File: src/rtl/debug_display_sel_pkg.sv
// Shared definitions for the debug display selector: debounce FSM encoding,
// display mode codes and the display source mux.
package debug_display_sel_pkg;

    typedef enum logic [1:0] {
        IDLE      = 2'd0,
        PRESS_CHK = 2'd1,
        HELD      = 2'd2,
        REL_CHK   = 2'd3
    } deb_state_t;

    localparam logic [1:0] MODE_PC    = 2'd0;
    localparam logic [1:0] MODE_INSTR = 2'd1;
    localparam logic [1:0] MODE_ALU   = 2'd2;
    localparam logic [1:0] MODE_STEP  = 2'd3;

    // Mode 3 packs the step count above the low half of the write data.
    function automatic logic [31:0] select_display(
        input logic [1:0]  mode,
        input logic [31:0] pc,
        input logic [31:0] instr,
        input logic [31:0] alu_result,
        input logic [15:0] step_count,
        input logic [15:0] mem_lo
    );
        case (mode)
            MODE_PC:    return pc;
            MODE_INSTR: return instr;
            MODE_ALU:   return alu_result;
            default:    return {step_count, mem_lo};
        endcase
    endfunction

endpackage

File: src/rtl/debug_display_sel_btn_debounce.sv
// Push-button conditioner: two-flop synchronizer followed by a debounce FSM
// that emits exactly one pulse per accepted press.
module btn_debounce
    import debug_display_sel_pkg::*;
#(
    parameter int DEB_CYCLES = 1_000_000
) (
    input  logic clk,
    input  logic rst,
    input  logic btn_raw,
    output logic press_pulse
);

    localparam int CNT_W = $clog2(DEB_CYCLES);
    localparam logic [CNT_W-1:0] CNT_LAST = CNT_W'(DEB_CYCLES - 1);

    logic             sync_q1;
    logic             sync_q2;
    deb_state_t       state;
    logic [CNT_W-1:0] cnt;

    always_ff @(posedge clk or negedge rst) begin
        if (!rst) begin
            sync_q1 <= 1'b0;
            sync_q2 <= 1'b0;
        end else begin
            sync_q1 <= btn_raw;
            sync_q2 <= sync_q1;
        end
    end

    // Any level change during a check window aborts back to the stable state.
    always_ff @(posedge clk or negedge rst) begin
        if (!rst) begin
            state <= IDLE;
            cnt   <= '0;
        end else begin
            case (state)
                IDLE: begin
                    if (sync_q2) begin
                        state <= PRESS_CHK;
                        cnt   <= '0;
                    end
                end
                PRESS_CHK: begin
                    if (!sync_q2) begin
                        state <= IDLE;
                    end else if (cnt == CNT_LAST) begin
                        state <= HELD;
                    end else begin
                        cnt <= cnt + CNT_W'(1);
                    end
                end
                HELD: begin
                    if (!sync_q2) begin
                        state <= REL_CHK;
                        cnt   <= '0;
                    end
                end
                REL_CHK: begin
                    if (sync_q2) begin
                        state <= HELD;
                    end else if (cnt == CNT_LAST) begin
                        state <= IDLE;
                    end else begin
                        cnt <= cnt + CNT_W'(1);
                    end
                end
            endcase
        end
    end

    // The pulse coincides with the final PRESS_CHK cycle; the consumer registers it.
    assign press_pulse = (state == PRESS_CHK) && sync_q2 && (cnt == CNT_LAST);

endmodule

File: src/rtl/debug_display_sel.sv
// Front end for the seven-segment driver: debounced step/mode buttons, CPU
// step enable, step counter and the registered display word.
module debug_display_sel
    import debug_display_sel_pkg::*;
#(
    parameter int DEB_CYCLES = 1_000_000
) (
    input  logic        clk,
    input  logic        rst,
    input  logic        btn_step,
    input  logic        btn_mode,
    input  logic [31:0] pc,
    input  logic [31:0] instr,
    input  logic [31:0] alu_result,
    input  logic [31:0] mem_wdata,
    output logic        step_en,
    output logic [1:0]  mode,
    output logic [15:0] step_count,
    output logic [31:0] display
);

    logic step_pulse;
    logic mode_pulse;
    logic unused_wdata_hi;

    assign unused_wdata_hi = ^mem_wdata[31:16];

    btn_debounce #(.DEB_CYCLES(DEB_CYCLES)) u_step_deb (
        .clk         (clk),
        .rst         (rst),
        .btn_raw     (btn_step),
        .press_pulse (step_pulse)
    );

    btn_debounce #(.DEB_CYCLES(DEB_CYCLES)) u_mode_deb (
        .clk         (clk),
        .rst         (rst),
        .btn_raw     (btn_mode),
        .press_pulse (mode_pulse)
    );

    // The counter advances on the same edge that raises step_en.
    always_ff @(posedge clk or negedge rst) begin
        if (!rst) begin
            step_en    <= 1'b0;
            step_count <= 16'h0000;
        end else begin
            step_en <= step_pulse;
            if (step_pulse) begin
                step_count <= step_count + 16'd1;
            end
        end
    end

    always_ff @(posedge clk or negedge rst) begin
        if (!rst) begin
            mode <= MODE_PC;
        end else if (mode_pulse) begin
            mode <= mode + 2'd1;
        end
    end

    always_ff @(posedge clk or negedge rst) begin
        if (!rst) begin
            display <= 32'h0000_0000;
        end else begin
            display <= select_display(mode, pc, instr, alu_result, step_count, mem_wdata[15:0]);
        end
    end

endmodule

File: config.mk
export PLATFORM = sky130hd
export DESIGN_NAME = debug_display_sel
export DESIGN_NICKNAME = d
export VERILOG_FILES = /design/src/rtl/debug_display_sel_pkg.sv /design/src/rtl/debug_display_sel_btn_debounce.sv /design/src/rtl/debug_display_sel.sv
export SDC_FILE = /design/constraint.sdc
export NUM_CORES = 1
export LEC_CHECK = 0
export BUFFER_PORTS_ARGS = -buffer_cell sky130_fd_sc_hd__buf_2
export CORE_MARGIN = 3
export CORE_UTILIZATION = 31
export DETAILED_ROUTE_END_ITERATION = 10
export MAX_ROUTING_LAYER = met4
export PLACE_DENSITY = 0.57
export SLEW_MARGIN = 20
export SYNTH_ARGS = -nofsm -noshare
export SYNTH_HDL_FRONTEND = slang
export SYNTH_SLANG_ARGS = --single-unit
File: constraint.sdc
create_clock -name clk -period 2.17 [get_ports clk]
set_input_delay 0.5425 -clock clk [delete_from_list [all_inputs] [get_ports clk]]
set_output_delay 0.5425 -clock clk [all_outputs]
set_load 0.05 [all_outputs]
==> out/metrics.json, run 1 <==
{
  "run_status": {"value": "completed"},
  "seq_power_share": {"value": 0.490},
  "rsz_0062_raised_after_global_routing": {"value": "false"},
  "worstMarginPinSlew": {"value": 0.661, "unit": "ns"},
  "critical-path-max-stage-delay": {"value": 0.50, "unit": "ns"},
  "post-dp-hpwl": {"value": 12900, "unit": "um"},
  "reg2reg_from": {"value": "u_mode_deb.cnt[10]"},
  "post_cts_sizing": {"value": 0},
  "most_frequent_cells_in_the_layout": {"value": "buf_2, dfrtp_1, inv_1, mux2i_1, buf_4"},
  "die_width": {"value": 139, "unit": "um"},
  "ys_seq_elements": {"value": 99},
  "routedWlPerCell": {"value": 18.3, "unit": "um"},
  "timing.final.hold_violations": {"value": 0},
  "finalNetCount": {"value": 857},
  "finalSetupViolCount": {"value": 0},
  "timing.reg2reg.setup_slack": {"value": 0.13, "unit": "ns"},
  "total_clock_sinks": {"value": 99},
  "synth_edf_count": {"value": 0},
  "drtIter0Drc": {"value": 368},
  "synth.avg_cell_area": {"value": 10.2, "unit": "um^2"},
  "final_number_of_max_transition_violations": {"value": 0},
  "post_cts_hold_buffer_count": {"value": 0},
  "ioPinCount": {"value": 183},
  "core_ar": {"value": 0.0169, "unit": "mm^2"},
  "fin_setup_tns": {"value": 0, "unit": "ns"},
  "stdcell_count": {"value": 943},
  "critical_path.slowest_cell": {"value": "nor4bb_1"},
  "finalCoreUtilization": {"value": 0.415},
  "cp-startpoint": {"value": "u_mode_deb.cnt[10]"},
  "drt-vias-per-instance": {"value": 5.43},
  "grt_pass1_vias": {"value": 5170},
  "root_buffer": {"value": "clkbuf_16"},
  "cts_buffer_depth": {"value": 2},
  "global_route.overflow_total": {"value": 0},
  "worstPathRequired": {"value": 2.41, "unit": "ns"},
  "p_clk_frac": {"value": 0.382},
  "timing.critical_path.arrival": {"value": 2.28, "unit": "ns"},
  "synthTopCellsByArea": {"value": "dfrtp_1, mux2i_1, a222oi_1, inv_1, xnor2_1"},
  "synth_async_sr_flop_share": {"value": 1.00},
  "number_of_antenna_violations_at_the_first_check_in_global_routing": {"value": 0},
  "fp-row-count": {"value": 47},
  "ctsHtreeMaxLevel": {"value": 3},
  "area.growth.synth_to_final": {"value": 28.3, "unit": "%"},
  "post-cts-setup-buffer-count": {"value": 0},
  "max_cap_viol_count": {"value": 0},
  "p_int": {"value": 2.97, "unit": "mW"},
  "synth.yosys.seq_area_share": {"value": 0.452},
  "critical_path.max_fanout": {"value": 7},
  "grt_first_pass_wirelength": {"value": 27900, "unit": "um"},
  "finalCriticalPeriod": {"value": 2.04, "unit": "ns"},
  "syn-cell-area": {"value": 0.00548, "unit": "mm^2"},
  "syn-num-nets": {"value": 676},
  "net_switching_power": {"value": 1.11, "unit": "mW"},
  "postSynthCellCount": {"value": 537},
  "synth-warning-count": {"value": 0},
  "maximum_clock_rate": {"value": 491, "unit": "MHz"},
  "start_util": {"value": 0.323},
  "critPathLaunchType": {"value": "flip-flop"},
  "totalWireLength": {"value": 17300, "unit": "um"},
  "postSynth.topFlopCell": {"value": "dfrtp_1"},
  "synth_top_area_share": {"value": 0.452},
  "die_outline_area": {"value": 0.0193, "unit": "mm^2"},
  "number_of_port_buffers": {"value": 166},
  "synthDominantAreaCellType": {"value": "dfrtp_1"},
  "crit-reg2reg-capture": {"value": "mode[1]"},
  "synth.lib_cells_used.distinct": {"value": 58},
  "timing.clock.skew": {"value": 0.00995, "unit": "ns"},
  "routabilityCongestion": {"value": 0.877},
  "grt_start_max_net_pins": {"value": 46},
  "layout_commonest_cell": {"value": "buf_2"},
  "insertion_delay": {"value": 0.35, "unit": "ns"},
  "first_pass_iters": {"value": 7},
  "cts_tree": {"value": "built"},
  "setup.worst_path.class": {"value": "reg2reg"},
  "end_kind": {"value": "flip-flop"},
  "postRouteAntennaNets": {"value": 0},
  "min-delay-path-class": {"value": "in2async"},
  "p_comb_frac": {"value": 0.128},
  "vias_after_detailed_routing": {"value": 5117},
  "power.ir.vdd_worst": {"value": 0.407, "unit": "mV"},
  "worst_r2r_path_depth": {"value": 5},
  "count_of_inserted_antenna_diode_cells": {"value": 0},
  "hold_slack": {"value": 0.159, "unit": "ns"},
  "drc": {"value": 0},
  "leakagePower": {"value": 3.17, "unit": "nW"},
  "path_clk_slew": {"value": 0.07, "unit": "ns"},
  "final_critical_path_share_of_the_clock_period": {"value": 0.939},
  "path_cells": {"value": "nor4bb_1 > nand4_1 > nor4_1 > buf_4 > mux2_2"},
  "place.detailed.instances": {"value": 927},
  "power.switching_fraction": {"value": 0.272},
  "grt_util_all_layers": {"value": 0.184},
  "die_height": {"value": 139, "unit": "um"},
  "post_route_cells_drive_above_1_share": {"value": 0.332},
  "timing.max_slew.rel_slack": {"value": 0.555},
  "cts_bufs_inserted": {"value": 9},
  "cellPowerDensity": {"value": 580, "unit": "mW/mm^2"}
}
==> through the flow <==
step                total power, mW  cell area (um^2)  worst slack, ns
floorplan                      2.30              5480           0.0505
global placement               2.54              6750            0.101
detailed placement             2.56              6750           0.0430
CTS                            4.14              7030           0.0376
global route                   4.27              7030           0.0330
finish                         4.08              7030            0.133
==> state kept, by name, summed over array words and instances, names as in the netlist, named ones only <==
| register | count |
|---|---|
| u_mode_deb.sync_q2 | 1 |
| u_step_deb.sync_q2 | 1 |
| u_mode_deb.cnt | 20 |
| u_step_deb.cnt | 20 |
| mode | 2 |
| u_step_deb.state | 1 |
| display | 32 |
| u_step_deb.sync_q1 | 1 |
| u_mode_deb.state | 1 |
| step_count | 16 |
| u_mode_deb.sync_q1 | 1 |
| step_en | 1 |
==> cells by family after synthesis <==
logic type,after synthesis,share of synthesized area
AOI/OAI and AO/OA,96,0.147
xor gates and xnor gates,20,0.0320
adders and majority gates,7,0.0160
buffers and inverters,84,0.0640
DFF,99,0.452
muxes,46,0.0852
and+or+nand+nor,185,0.204
==> synthesized netlist by cell type, types with 3 or more instances <==
| cell | number |
|---|---|
| mux2_2 | 5 |
| nor2_1 | 13 |
| nand3b_1 | 3 |
| nand2_1 | 38 |
| a21o_1 | 3 |
| a211o_1 | 9 |
| and4_1 | 6 |
| o2bb2ai_1 | 7 |
| xnor2_1 | 18 |
| or3_1 | 6 |
| nand4_1 | 20 |
| a221o_1 | 3 |
| mux2i_1 | 41 |
| o21ai_0 | 8 |
| buf_2 | 3 |
| dfrtp_1 | 99 |
| nor4_1 | 24 |
| and3_1 | 10 |
| clkbuf_1 | 30 |
| nor3_2 | 4 |
| a31oi_1 | 8 |
| ha_1 | 7 |
| nor3_1 | 16 |
| inv_1 | 46 |
| o41ai_1 | 6 |
| a222oi_1 | 32 |
| o211ai_1 | 5 |
| nor4bb_1 | 4 |
| or4_1 | 3 |
| a21oi_1 | 7 |
| and2_1 | 6 |
| nand3_1 | 14 |
==> critical path: cells and delay by family, from the launching register on <==
kind	cells	cell delay, ns
buffers and inverters	1	0.18
flip-flops	1	0.45
multiplexers	1	0.32
AND/OR/NAND/NOR	3	0.99
==> power groups by stage <==
stage | combinational, mW | clock (mW) | sequential (mW)
3_3_place_gp | 0.513 | 0 | 2.03
2_1_floorplan | 0.172 | 0 | 2.13
6_report | 0.521 | 1.56 | 2.00
3_5_place_dp | 0.525 | 0 | 2.03
4_1_cts | 0.527 | 1.62 | 2.00
5_1_grt | 0.575 | 1.68 | 2.01
==> worst max-delay path by stage <==
stage | endpoint | slack, ns | depth (start not counted)
global route | mode[1] | 0.03 | 5
floorplan | u_step_deb.cnt[0] | 0.05 | 6
finish | mode[1] | 0.13 | 5
detailed placement | u_step_deb.cnt[13] | 0.04 | 6
CTS | u_step_deb.cnt[0] | 0.04 | 5
global placement | u_step_deb.cnt[0] | 0.10 | 5
==> layer usage <==
metal  track usage  wire length, um
met4        0.0587              348
met1         0.227             7510
met3        0.0469              930
met2         0.296             8480
met5             -                0
==> layout make-up <==
cell class,instances,area (um^2)
tap,220,275
sequential,99,2480
multi-input combinational,354,2650
clock buffer,13,260
fill,1704,9910
inverter,47,176
clock inverter,3,22.5
timing repair buffer,207,1170
(Power assumes the default switching activity.)
==> run 2, diff against run 1 <==
- CORE_ASPECT_RATIO: not set -> 1.1
==> run 2 against run 1 <==
Effect of this change:
- first-iteration DRC count is 26% higher
- register-to-register slack worse by 0.02 ns
- sequential power hardly changed
- utilization is 0.78 points lower
- via count is 2.3% lower
- cell count is 0.95% higher
==> out/metrics.json, run 2 (synthesis results as in run 1) <==
{
  "run_status": {"value": "completed"},
  "start_util": {"value": 0.318},
  "grt_start_max_net_pins": {"value": 38},
  "reg2reg_from": {"value": "u_step_deb.cnt[6]"},
  "min-delay-path-class": {"value": "in2async"},
  "timing.reg2reg.setup_slack": {"value": 0.12, "unit": "ns"},
  "routabilityCongestion": {"value": 0.918},
  "p_comb_frac": {"value": 0.131},
  "cts_bufs_inserted": {"value": 9},
  "finalSetupViolCount": {"value": 0},
  "vias_after_detailed_routing": {"value": 5001},
  "grtUsageMet2": {"value": 0.264},
  "routedWlPerCell": {"value": 16.6, "unit": "um"},
  "worst_r2r_path_depth": {"value": 4},
  "first_pass_iters": {"value": 7},
  "worstPathRequired": {"value": 2.40, "unit": "ns"},
  "ioPinCount": {"value": 183},
  "drtIter0Drc": {"value": 462},
  "fp-row-count": {"value": 50},
  "rsz_0062_raised_after_global_routing": {"value": "false"},
  "stdcell_count": {"value": 952},
  "ctsHtreeMaxLevel": {"value": 3},
  "total_clock_sinks": {"value": 99},
  "critical_path.slowest_cell": {"value": "or4_4"},
  "path_clk_slew": {"value": 0.07, "unit": "ns"},
  "fin_setup_tns": {"value": 0, "unit": "ns"},
  "grt-busiest-layer": {"value": "met2"},
  "most_frequent_cells_in_the_layout": {"value": "buf_2, dfrtp_1, inv_1, mux2i_1, nand2_1"},
  "cpLargestDelayFamily": {"value": "simple AND/OR/NAND/NOR gates"},
  "root_buffer": {"value": "clkbuf_16"},
  "post-cts-setup-buffer-count": {"value": 0},
  "dpl-instance-area": {"value": 0.00673, "unit": "mm^2"},
  "die_height": {"value": 145, "unit": "um"},
  "path_cells": {"value": "nand3b_1 > or4_4 > nor2_1 > mux2_2"},
  "setup_slack": {"value": 0.116, "unit": "ns"},
  "cp.depth": {"value": 4},
  "critical-path-max-stage-delay": {"value": 0.67, "unit": "ns"},
  "timing.critical_path.arrival": {"value": 2.29, "unit": "ns"},
  "crit-reg2reg-capture": {"value": "step_count[1]"},
  "count_of_inserted_antenna_diode_cells": {"value": 0},
  "grt_pass1_vias": {"value": 4914},
  "seq_power_share": {"value": 0.497},
  "final_critical_path_share_of_the_clock_period": {"value": 0.947},
  "post_route_cells_drive_above_1_share": {"value": 0.327},
  "cp-startpoint": {"value": "u_step_deb.cnt[6]"},
  "global_route.overflow_total": {"value": 0},
  "finalNetCount": {"value": 852},
  "largest_registers": {"value": "display x32, u_mode_deb.cnt x20, u_step_deb.cnt x20"},
  "area.growth.synth_to_final": {"value": 27.9, "unit": "%"},
  "largest_register_ffs": {"value": 32},
  "timing.clock.skew": {"value": 0.00797, "unit": "ns"},
  "drt-vias-per-instance": {"value": 5.25},
  "max_cap_viol_count": {"value": 0},
  "cellPowerDensity": {"value": 573, "unit": "mW/mm^2"},
  "regMostFlops": {"value": "display"},
  "totalWireLength": {"value": 15800, "unit": "um"},
  "number_of_antenna_violations_at_the_first_check_in_global_routing": {"value": 0},
  "postRouteAntennaNets": {"value": 0},
  "cts_tree": {"value": "built"},
  "crit_buf_inv": {"value": 0},
  "insertion_delay": {"value": 0.35, "unit": "ns"},
  "finalCriticalPeriod": {"value": 2.05, "unit": "ns"},
  "die_width": {"value": 133, "unit": "um"},
  "core_ar": {"value": 0.0172, "unit": "mm^2"},
  "cts_buffer_depth": {"value": 2},
  "grt_use_met3": {"value": 0.0346},
  "grt_util_all_layers": {"value": 0.165},
  "setup.worst_path.class": {"value": "reg2reg"},
  "design_power_total": {"value": 4.02, "unit": "mW"},
  "finalCoreUtilization": {"value": 0.407},
  "net_switching_power": {"value": 1.08, "unit": "mW"},
  "timing.max_slew.rel_slack": {"value": 0.449},
  "critPathLaunchType": {"value": "flip-flop"},
  "layout.cell_area.non_filler": {"value": 0.00701, "unit": "mm^2"},
  "timing.final.hold_violations": {"value": 0},
  "p_clk_frac": {"value": 0.372},
  "number_of_port_buffers": {"value": 166},
  "hold_slack": {"value": 0.134, "unit": "ns"},
  "place.detailed.instances": {"value": 936},
  "grt_first_pass_wirelength": {"value": 25600, "unit": "um"},
  "power.switching_fraction": {"value": 0.268},
  "leakagePower": {"value": 3.14, "unit": "nW"},
  "die_outline_area": {"value": 0.0193, "unit": "mm^2"},
  "critical_path.endpoint": {"value": "step_count[1]"},
  "drc": {"value": 0},
  "post-dp-hpwl": {"value": 12000, "unit": "um"},
  "power.ir.vdd_worst": {"value": 0.414, "unit": "mV"},
  "maximum_clock_rate": {"value": 487, "unit": "MHz"},
  "end_kind": {"value": "flip-flop"},
  "final_number_of_max_transition_violations": {"value": 0},
  "grt.met1_usage": {"value": 0.211},
  "layout_commonest_cell": {"value": "buf_2"},
  "critical_path.max_fanout": {"value": 11},
  "preCtsSetupSlack": {"value": 0.0748, "unit": "ns"},
  "p_int": {"value": 2.94, "unit": "mW"},
  "worstMarginPinSlew": {"value": 0.827, "unit": "ns"}
}
## run 2: changes by cell type in the layout (fill, tap and decap cells not counted)
cell        change
buf_4           -5
clkinvlp_4      +2
clkbuf_1        +1
clkbuf_8        -1
clkinv_2        -1
clkinv_4        -1
nor4_1          -1
nor4_2          +1
## run 2: layout make-up
type | instances | area, um^2
clock buffer | 13 | 250
clock inverter | 3 | 23.8
fill | 1692 | 10200
inverter | 47 | 176
multi-input combinational | 354 | 2660
sequential | 99 | 2480
tap | 234 | 293
timing repair buffer | 202 | 1130
## run 2: how the worst min path moves through the flow
stage / to / slack (ns) / cells after the start
floorplan: async pin / 0.25 / 0
global placement: u_step_deb.sync_q2 / 0.33 / 0
detailed placement: u_step_deb.sync_q2 / 0.34 / 0
CTS: display[16] / 0.14 / 1
global route: display[16] / 0.16 / 1
finish: display[16] / 0.13 / 1
## run 2: timing repair
item                       CTS  global route
hold buffers                 0             0
resized for setup            0             1
setup endpoints to repair    0             8
## run 2: power groups by stage
stage | Clock [mW] | Sequential, mW | Combinational, mW
CTS | 1.56 | 2.00 | 0.530
detailed placement | 0 | 2.03 | 0.528
finish | 1.50 | 2.00 | 0.524
global placement | 0 | 2.03 | 0.517
global route | 1.63 | 2.01 | 0.573
floorplan | 0 | 2.13 | 0.172
## run 2: per-layer routing
layer	up-vias	part of all wire
met5	-	0
met4	0	0.020
met3	27	0.058
met2	168	0.48
met1	2401	0.44
li1	2405	-
==> run 3, diff against run 2 <==
--- a/config.mk
+++ b/config.mk
@@ -6,5 +6,5 @@
 export NUM_CORES = 1
 export LEC_CHECK = 0
-export BUFFER_PORTS_ARGS = -buffer_cell sky130_fd_sc_hd__buf_2
+export BUFFER_PORTS_ARGS = -buffer_cell sky130_fd_sc_hd__buf_4
 export CORE_ASPECT_RATIO = 1.1
 export CORE_MARGIN = 3
==> constraint.sdc (replaced) <==
create_clock -name clk -period 2.17 [get_ports clk]
set_input_delay 0.3255 -clock clk [delete_from_list [all_inputs] [get_ports clk]]
set_output_delay 0.3255 -clock clk [all_outputs]
set_load 0.05 [all_outputs]
==> run 3 against run 2 <==
Effect of this change:
- die area is the same
- count of clock-buffer cells in the layout shrank 3
- clock skew grew 0.0012 ns
- combinational power grew 14%
- design area grew 6.7%
- cell count grew 0.21%
- clock power grew 15%
- setup slack gained 0.037 ns
- first-iteration DRC count shrank 25%
==> out/metrics.json, run 3 (synthesis results as in run 1) <==
{
  "p_clk_frac": {"value": 0.399},
  "die_outline_area": {"value": 0.0193, "unit": "mm^2"},
  "critical-path-max-stage-delay": {"value": 0.63, "unit": "ns"},
  "ioPinCount": {"value": 183},
  "core_ar": {"value": 0.0172, "unit": "mm^2"},
  "cts_tree": {"value": "built"},
  "worstPathRequired": {"value": 2.45, "unit": "ns"},
  "run_status": {"value": "completed"},
  "number_of_port_buffers": {"value": 166},
  "grt_pass1_vias": {"value": 5028},
  "largest_register_ffs": {"value": 32},
  "rsz_0062_raised_after_global_routing": {"value": "false"},
  "timing.critical_path.arrival": {"value": 2.29, "unit": "ns"},
  "final_critical_path_share_of_the_clock_period": {"value": 0.930},
  "leakagePower": {"value": 3.30, "unit": "nW"},
  "setup.worst_path.class": {"value": "reg2reg"},
  "critical_path.endpoint": {"value": "step_count[5]"},
  "largest_registers": {"value": "display x32, u_mode_deb.cnt x20, u_step_deb.cnt x20"},
  "drt-vias-per-instance": {"value": 5.33},
  "layout_commonest_cell": {"value": "buf_4"},
  "critical_path.max_fanout": {"value": 10},
  "path_cells": {"value": "nand3b_1 > or4_4 > buf_12 > nor4_2 > xnor2_1"},
  "timing.final.hold_violations": {"value": 0},
  "total_clock_sinks": {"value": 99},
  "post-dp-hpwl": {"value": 12400, "unit": "um"},
  "grtUsageMet2": {"value": 0.274},
  "power.switching_fraction": {"value": 0.259},
  "finalNetCount": {"value": 854},
  "ctsHtreeMaxLevel": {"value": 3},
  "worst_r2r_path_depth": {"value": 5},
  "root_buffer": {"value": "clkbuf_16"},
  "finalSetupViolCount": {"value": 0},
  "routabilityCongestion": {"value": 0.942},
  "grt.met1_usage": {"value": 0.207},
  "maximum_clock_rate": {"value": 496, "unit": "MHz"},
  "path_clk_slew": {"value": 0.07, "unit": "ns"},
  "post_route_cells_drive_above_1_share": {"value": 0.329},
  "final_number_of_max_transition_violations": {"value": 0},
  "fp-row-count": {"value": 50},
  "place.detailed.instances": {"value": 935},
  "timing.reg2reg.setup_slack": {"value": 0.15, "unit": "ns"},
  "cellPowerDensity": {"value": 580, "unit": "mW/mm^2"},
  "count_of_inserted_antenna_diode_cells": {"value": 0},
  "grt_first_pass_wirelength": {"value": 25900, "unit": "um"},
  "critical_path.slowest_cell": {"value": "or4_4"},
  "die_height": {"value": 145, "unit": "um"},
  "global_route.overflow_total": {"value": 0},
  "grt-busiest-layer": {"value": "met2"},
  "timing.max_slew.rel_slack": {"value": 0.464},
  "reg2reg_from": {"value": "u_step_deb.cnt[6]"},
  "regMostFlops": {"value": "display"},
  "cts_buffer_depth": {"value": 2},
  "drtIter0Drc": {"value": 346},
  "p_comb_frac": {"value": 0.138},
  "routedWlPerCell": {"value": 17.2, "unit": "um"},
  "cts_bufs_inserted": {"value": 9},
  "area.growth.synth_to_final": {"value": 36.5, "unit": "%"},
  "insertion_delay": {"value": 0.35, "unit": "ns"},
  "first_pass_iters": {"value": 6},
  "max_cap_viol_count": {"value": 0},
  "min-delay-path-class": {"value": "in2reg"},
  "totalWireLength": {"value": 16400, "unit": "um"},
  "worstMarginPinSlew": {"value": 0.804, "unit": "ns"},
  "worst_hold_path.num_cells": {"value": 1},
  "most_frequent_cells_in_the_layout": {"value": "buf_4, dfrtp_1, inv_1, mux2i_1, nand2_1"},
  "finalCriticalPeriod": {"value": 2.02, "unit": "ns"},
  "cp-startpoint": {"value": "u_step_deb.cnt[6]"},
  "p_int": {"value": 3.21, "unit": "mW"},
  "number_of_antenna_violations_at_the_first_check_in_global_routing": {"value": 0},
  "postRouteAntennaNets": {"value": 0},
  "stdcell_count": {"value": 954},
  "timing.clock.skew": {"value": 0.00918, "unit": "ns"},
  "grt_util_all_layers": {"value": 0.169},
  "start_util": {"value": 0.318},
  "grt_start_max_net_pins": {"value": 41},
  "critPathLaunchType": {"value": "flip-flop"},
  "drc": {"value": 0},
  "vias_after_detailed_routing": {"value": 5083},
  "net_switching_power": {"value": 1.12, "unit": "mW"},
  "die_width": {"value": 133, "unit": "um"},
  "seq_power_share": {"value": 0.462},
  "end_kind": {"value": "flip-flop"},
  "crit-reg2reg-capture": {"value": "step_count[5]"},
  "power.ir.vdd_worst": {"value": 0.430, "unit": "mV"},
  "grt_use_met3": {"value": 0.0450},
  "fin_setup_tns": {"value": 0, "unit": "ns"}
}
[run 3: routing by layer]
layer | vias up | wire, um
met5 | - | 0
met4 | 0 | 316
met3 | 22 | 1060
met2 | 179 | 7980
met1 | 2482 | 7090
li1 | 2400 | -
[run 3: worst min-delay path by stage]
stage / from / end / slack [ns]
2_1_floorplan: rst / async pin / 0.03
5_1_grt: btn_step / u_step_deb.sync_q1 / 0.07
3_5_place_dp: rst / display[31] / 0.31
3_3_place_gp: rst / step_count[15] / 0.31
4_1_cts: btn_step / u_step_deb.sync_q1 / 0.06
6_report: btn_step / u_step_deb.sync_q1 / 0.08
[run 3: repair_timing]
item,in CTS,in global routing
endpoints found under the setup margin,0,13
gates resized for setup,0,0
hold buffers,1,0
buffers inserted,0,2
endpoints found under the hold margin,31,0
[run 3: power groups by stage]
stage               Combinational, mW  Clock [mW]  Sequential (mW)
floorplan                       0.172           0             2.13
global placement                0.590           0             2.03
detailed placement              0.601           0             2.04
CTS                             0.606        1.78             2.00
global route                    0.648        1.85             2.02
finish                          0.599        1.73             2.00
[run 3: layout make-up]
class / count / area (um^2)
Fill cell: 1681 / 9730
Multi-Input combinational cell: 354 / 2650
Sequential cell: 99 / 2480
Timing Repair Buffer: 204 / 1560
Tap cell: 234 / 293
Clock buffer: 10 / 229
Inverter: 47 / 176
Clock inverter: 6 / 90.1
[run 3: metrics by stage]
stage                     cell area, um^2  setup WS (ns)  total power, mW  hold slack, ns   util
after floorplan                      5480         0.0505             2.30          0.0299      -
after global placement               7120          0.101             2.62           0.305  0.414
after detailed placement             7120         0.0465             2.64           0.312  0.414
after CTS                            7450         0.0370             4.39          0.0616  0.433
after global routing                 7480         0.0508             4.51          0.0652  0.435
final                                7480          0.153             4.34          0.0791  0.435
[run 3: worst max-delay path: cells and delay by family (launching register included)]
family | cells | cell delay [ns]
and+or+nand+nor | 3 | 1.12
DFF | 1 | 0.48
buffers and inverters | 1 | 0.18
xor gates and xnor gates | 1 | 0.15
